--- src/rtl/counter_load_ctrl.sv ---
// counter_load_ctrl: upstream controller for an N-bit loadable counter.
// Runs start->end sequences, either one-shot or auto-reload, and drives the
// counter's load/load_data pins. When idle it holds the counter by reloading
// the counter's own value, because the counter increments whenever load=0.
module counter_load_ctrl #(
    parameter int unsigned N = 4
) (
    input  logic         clk,
    input  logic         reset,
    input  logic         cfg_valid,
    output logic         cfg_ready,
    input  logic [N-1:0] cfg_start,
    input  logic [N-1:0] cfg_end,
    input  logic         cfg_reload,
    input  logic         abort,
    input  logic [N-1:0] count,
    output logic         load,
    output logic [N-1:0] load_data,
    output logic         busy,
    output logic         tc,
    output logic         done
);

    typedef enum logic [1:0] {
        StIdle   = 2'd0,
        StPreset = 2'd1,
        StRun    = 2'd2
    } state_e;

    state_e       r_state;
    logic [N-1:0] r_start;
    logic [N-1:0] r_end;
    logic         r_reload;

    logic         w_accept;
    logic         w_at_end;

    assign w_accept = cfg_valid && cfg_ready;
    assign w_at_end = (count == r_end);

    // State and latched configuration; config is captured only on accept.
    always_ff @(posedge clk) begin
        if (reset) begin
            r_state  <= StIdle;
            r_start  <= '0;
            r_end    <= '0;
            r_reload <= 1'b0;
        end else begin
            unique case (r_state)
                StIdle: begin
                    if (w_accept) begin
                        r_start  <= cfg_start;
                        r_end    <= cfg_end;
                        r_reload <= cfg_reload;
                        r_state  <= StPreset;
                    end
                end
                // abort is ignored here; the start value must reach the counter.
                StPreset: begin
                    r_state <= StRun;
                end
                StRun: begin
                    if (abort) begin
                        r_state <= StIdle;
                    end else if (w_at_end && !r_reload) begin
                        r_state <= StIdle;
                    end
                end
                default: begin
                    r_state <= StIdle;
                end
            endcase
        end
    end

    // Counter control and status, combinational from state, count and abort.
    always_comb begin
        load      = 1'b1;
        load_data = count;
        tc        = 1'b0;
        done      = 1'b0;
        cfg_ready = 1'b0;
        busy      = 1'b1;
        unique case (r_state)
            StIdle: begin
                cfg_ready = 1'b1;
                busy      = 1'b0;
            end
            StPreset: begin
                load_data = r_start;
            end
            StRun: begin
                if (abort) begin
                    // Abort wins over terminal count: freeze the current value.
                    load_data = count;
                end else if (w_at_end) begin
                    tc = 1'b1;
                    if (r_reload) begin
                        load_data = r_start;
                    end else begin
                        // Reloading end keeps the counter parked on the final value.
                        load_data = r_end;
                        done      = 1'b1;
                    end
                end else begin
                    load = 1'b0;
                end
            end
            default: begin
                cfg_ready = 1'b0;
            end
        endcase
    end

endmodule
--- config.mk ---
export PLATFORM = sky130hd
export DESIGN_NAME = counter_load_ctrl
export DESIGN_NICKNAME = d
export VERILOG_FILES = /design/src/rtl/counter_load_ctrl.sv
export SDC_FILE = /design/constraint.sdc
export NUM_CORES = 1
export LEC_CHECK = 0
export CAP_MARGIN = 20
export CORE_MARGIN = 2
export CORE_UTILIZATION = 45
export CTS_BUF_LIST = sky130_fd_sc_hd__clkbuf_4
export CTS_CLUSTER_DIAMETER = 150
export DETAILED_ROUTE_END_ITERATION = 7
export PLACE_DENSITY = 0.81
export SYNTH_ARGS = -nofsm -noshare
export SYNTH_HDL_FRONTEND = slang
export SYNTH_SLANG_ARGS = --single-unit
--- constraint.sdc ---
create_clock -name clk -period 2 [get_ports clk]
set_input_delay 0.5 -clock clk [delete_from_list [all_inputs] [get_ports clk]]
set_output_delay 0.5 -clock clk [all_outputs]
set_load 0.005 [all_outputs]
==> results of run 1 <==
-- cell usage after synthesis, drive strengths merged --
library cell / n / area (sq um)
and3b: 1 / 12.5
nand2: 23 / 86.3
dfxtp: 11 / 220
nand3: 4 / 20.0
a41oi: 1 / 8.76
o21ai: 1 / 5.00
and2: 2 / 13.8
ha: 4 / 50.1
clkbuf: 2 / 7.51
o221ai: 4 / 35.0
nand2b: 4 / 25.0
nor3b: 1 / 7.51
xnor2: 4 / 35.0
a22oi: 2 / 20.0
nor2b: 2 / 12.5
and3: 1 / 6.26
a21oi: 10 / 50.1
nor2: 2 / 7.51
mux2i: 1 / 10.0
inv: 8 / 30.0
and4: 1 / 8.76
o2bb2ai: 1 / 8.76
buf: 1 / 11.3
-- power by group through the flow --
stage / sequential [W] / combinational, W / clock [W]
after floorplan: 0.000253 / 0.000103 / 0
after global placement: 0.000251 / 0.000228 / 0
after detailed placement: 0.000252 / 0.000236 / 0
after CTS: 0.000252 / 0.000260 / 0.000166
after global routing: 0.000255 / 0.000303 / 0.000182
final: 0.000253 / 0.000283 / 0.000167
-- state kept, by name, summed over array words and instances, names as in the netlist --
signal    flops
r_reload      1
r_state       2
r_end         4
r_start       4
-- layout by cell type, fill, tap and decap left out, types with 3 or more instances in the layout --
| cell | n |
|---|---|
| sky130_fd_sc_hd__nand2b_1 | 3 |
| sky130_fd_sc_hd__a21oi_1 | 10 |
| sky130_fd_sc_hd__xnor2_2 | 4 |
| sky130_fd_sc_hd__clkbuf_4 | 4 |
| sky130_fd_sc_hd__o221ai_2 | 4 |
| sky130_fd_sc_hd__dfxtp_1 | 8 |
| sky130_fd_sc_hd__buf_2 | 10 |
| sky130_fd_sc_hd__nand3_1 | 4 |
| sky130_fd_sc_hd__nand2_1 | 23 |
| sky130_fd_sc_hd__clkdlybuf4s50_1 | 13 |
| sky130_fd_sc_hd__inv_1 | 6 |
| sky130_fd_sc_hd__buf_4 | 21 |
-- how the worst max path moves through the flow --
stage	from	endpoint	slack (ns)
floorplan	count[2]	load_data[0]	0.19
global placement	count[2]	load_data[2]	-0.80
detailed placement	count[2]	load_data[1]	-0.85
CTS	r_state[0]	load_data[1]	-0.14
global route	r_state[0]	load_data[0]	-0.22
finish	count[0]	load_data[1]	-0.18
-- tightest hold or removal path: stages (launching register included) --
cell	delay (ns)
sky130_fd_sc_hd__dfxtp_1	0.31
sky130_fd_sc_hd__nand2_1	0.05
sky130_fd_sc_hd__a21oi_1	0.05
-- cell type report --
class | count | area (sq um)
timing repair buffer | 48 | 370
tap | 16 | 20.0
clock buffer | 4 | 30.0
multi-input combinational | 69 | 538
sequential | 11 | 226
fill | 87 | 254
inverter | 8 | 32.5
-- per-stage QoR --
stage	setup WS, ns	hold slack [ns]	std cells
global route	-0.220	0.501	156
floorplan	0.187	0.436	91
detailed placement	-0.852	0.447	147
global placement	-0.799	0.446	147
finish	-0.180	0.457	156
CTS	-0.141	0.457	153
-- routing by layer --
layer	up-vias	track usage [%]	wire, um
li1	408	-	-
met1	418	30.6	1040
met2	52	47.5	1280
met3	12	3.40	129
met4	0	16.4	99
met5	-	0	0
-- what timing repair did --
item | in CTS | in global routing
resized for setup | 65 | 8
endpoints found under the hold margin | 0 | 0
buffers inserted | 2 | 3
endpoints found under the setup margin | 7 | 7
pin swaps | 13 | 0
-- cells by family after synthesis --
logic type,Yosys count
buf+inv,11
mux,1
flops,11
simple gates,41
xor+xnor,4
compound gates,19
fa+ha+maj,4
==> results.json, run 1 <==
{
  "maximum_number_of_pins_on_one_net_before_global_route_repair": 11,
  "status": "finished, violations left",
  "place_area_sq_um": 1080,
  "worst_slack_ns": -0.180,
  "simple_gate_portion_of_the_synthesized_area_pct": 28.9,
  "worst_hold_path_type": "reg2reg",
  "holdPathStages": 2,
  "rsz0062_at_grt": "true",
  "postSynthRegisterBits": 11,
  "wire_length_of_the_first_global_routing_pass_mm": 3.68,
  "synth_top_family_by_area": "simple AND/OR/NAND/NOR gates",
  "firstDrtPassIters": 4,
  "drt_iter0_markers": 25,
  "max_cap_violations": 0,
  "finalCoreUtilization_pct": 82.7,
  "io_pins": 26,
  "detailroute.via_count": 890,
  "timing.slew.headroom_pct": 75.2,
  "setup-tns-final_ns": -0.914,
  "port-buffer-count": 25,
  "path_delay_family": "simple AND/OR/NAND/NOR gates",
  "post_synth_xor_xnor_area_pct": 5.06,
  "power_frac_clock_pct": 23.8,
  "cts_root_buf": "sky130_fd_sc_hd__clkbuf_4",
  "synth.mux.area_fraction_pct": 1.45,
  "power_frac_comb_pct": 40.3,
  "final_nets": 162,
  "critical_path.reg2reg.endpoint": "r_state[1]",
  "wl_final_mm": 2.55,
  "maxSlewViolCount": 0,
  "antenna_violations_before_repair": 0,
  "worstSetupPathDepth": 7,
  "fin_area_sq_um": 1220,
  "fp.coreArea_sq_um": 1470,
  "power.density_cell_area_nw_per_um2": 578,
  "critPathArrivalTime_ns": 1.68,
  "failed_checks": "negative setup slack",
  "timing_hold_violations_final": 0,
  "final.min_clock_period_ns": 2.18,
  "ff2ff_setup_slack_ns": 0.30,
  "row_count": 14,
  "areaGrowthSynthToFinish_pct": 75.9,
  "synthCells": 91,
  "pwr-share-seq_pct": 35.9,
  "min_delay_worst_endpoint": "r_start[1]",
  "worstReg2RegStart": "r_state[0]",
  "timing.critical_path.mode_cell": "sky130_fd_sc_hd__buf_2",
  "tritoncts.num_buffers": 3,
  "clock_path_buffers": 2,
  "die_height_um": 43.2,
  "die_x_um": 43.2,
  "vdd_ir_drop_max_mv": 0.464,
  "worst-path-max-fanout": 4,
  "synth_compound_gate_area_share_pct": 18.4,
  "yosys.cell_types.count": 25,
  "cts_tree": "yes",
  "insertion_delay_ns": 0.27,
  "setup_viol": 6,
  "path_buf_inv": 3,
  "worst_slew_pin_slew_ns": 0.372,
  "fmax_mhz": 459,
  "post-route-period-util_pct": 109,
  "critical_path.endpoint_type": "output port",
  "worst-r2r-cell-count": 10,
  "finalClockSkew_ns": 0.000278,
  "drcViolationCount": 0,
  "cp_cell_sequence": "buf_2 > xnor2_2 > and4_4 > buf_6 > and3b_4 > o221ai_2 > buf_2",
  "gp_congestion": 0.832,
  "worst_path_largest_cell_delay_ns": 0.26,
  "syn_area_per_cell_sq_um": 7.60,
  "synth_warnings": 0,
  "cellLeakagePower_nw": 0.526,
  "overflow": 0,
  "dieArea_sq_um": 1870,
  "vias_in_the_first_global_route": 822,
  "clk_pin_slew_worst_paths_ns": 0.07,
  "cell_internal_pwr_w": 0.000480,
  "hold_start": "r_start[1]",
  "start_kind": "primary input",
  "seq_area_frac_synth_pct": 31.8,
  "finalPower_w": 0.000704,
  "worst-setup-path-type": "in2out",
  "num_antenna_cells": 0,
  "cts.sink_count": 11,
  "cts_hold_buffers": 0,
  "dp_hpwl_mm": 1.53,
  "cpMaxStageDelayCell": "sky130_fd_sc_hd__and4_4",
  "grtUsageTotal_pct": 27.1,
  "antenna_violating_nets_post_route": 0,
  "synth_area_sq_um": 692,
  "viasPerCell": 5.71,
  "floorplan.initialDensity_pct": 47.0,
  "layout_cell_share_with_drive_strength_beyond_1_pct": 45.0,
  "share_of_synthesized_cell_area_in_full_adder_half_adder_and_majority_cells_pct": 7.23,
  "htreeDepth": 1,
  "routed_wire_length_per_instance_um": 16.3,
  "critPathRequiredTime_ns": 1.50,
  "net_switching_power_figure_w": 0.000223,
  "syn-num-nets": 112,
  "switching_share_pct": 31.7
}
No activity file was read; power rests on OpenSTA's default activity.
==> run 2: changes to the inputs <==
--- a/config.mk
+++ b/config.mk
@@ -15,3 +15,4 @@
 export SYNTH_ARGS = -nofsm -noshare
 export SYNTH_HDL_FRONTEND = slang
 export SYNTH_SLANG_ARGS = --single-unit
+export TNS_END_PERCENT = 100
==> results of run 2 <==
No change in the layout: final DEF, timing and power equal those of run 1.
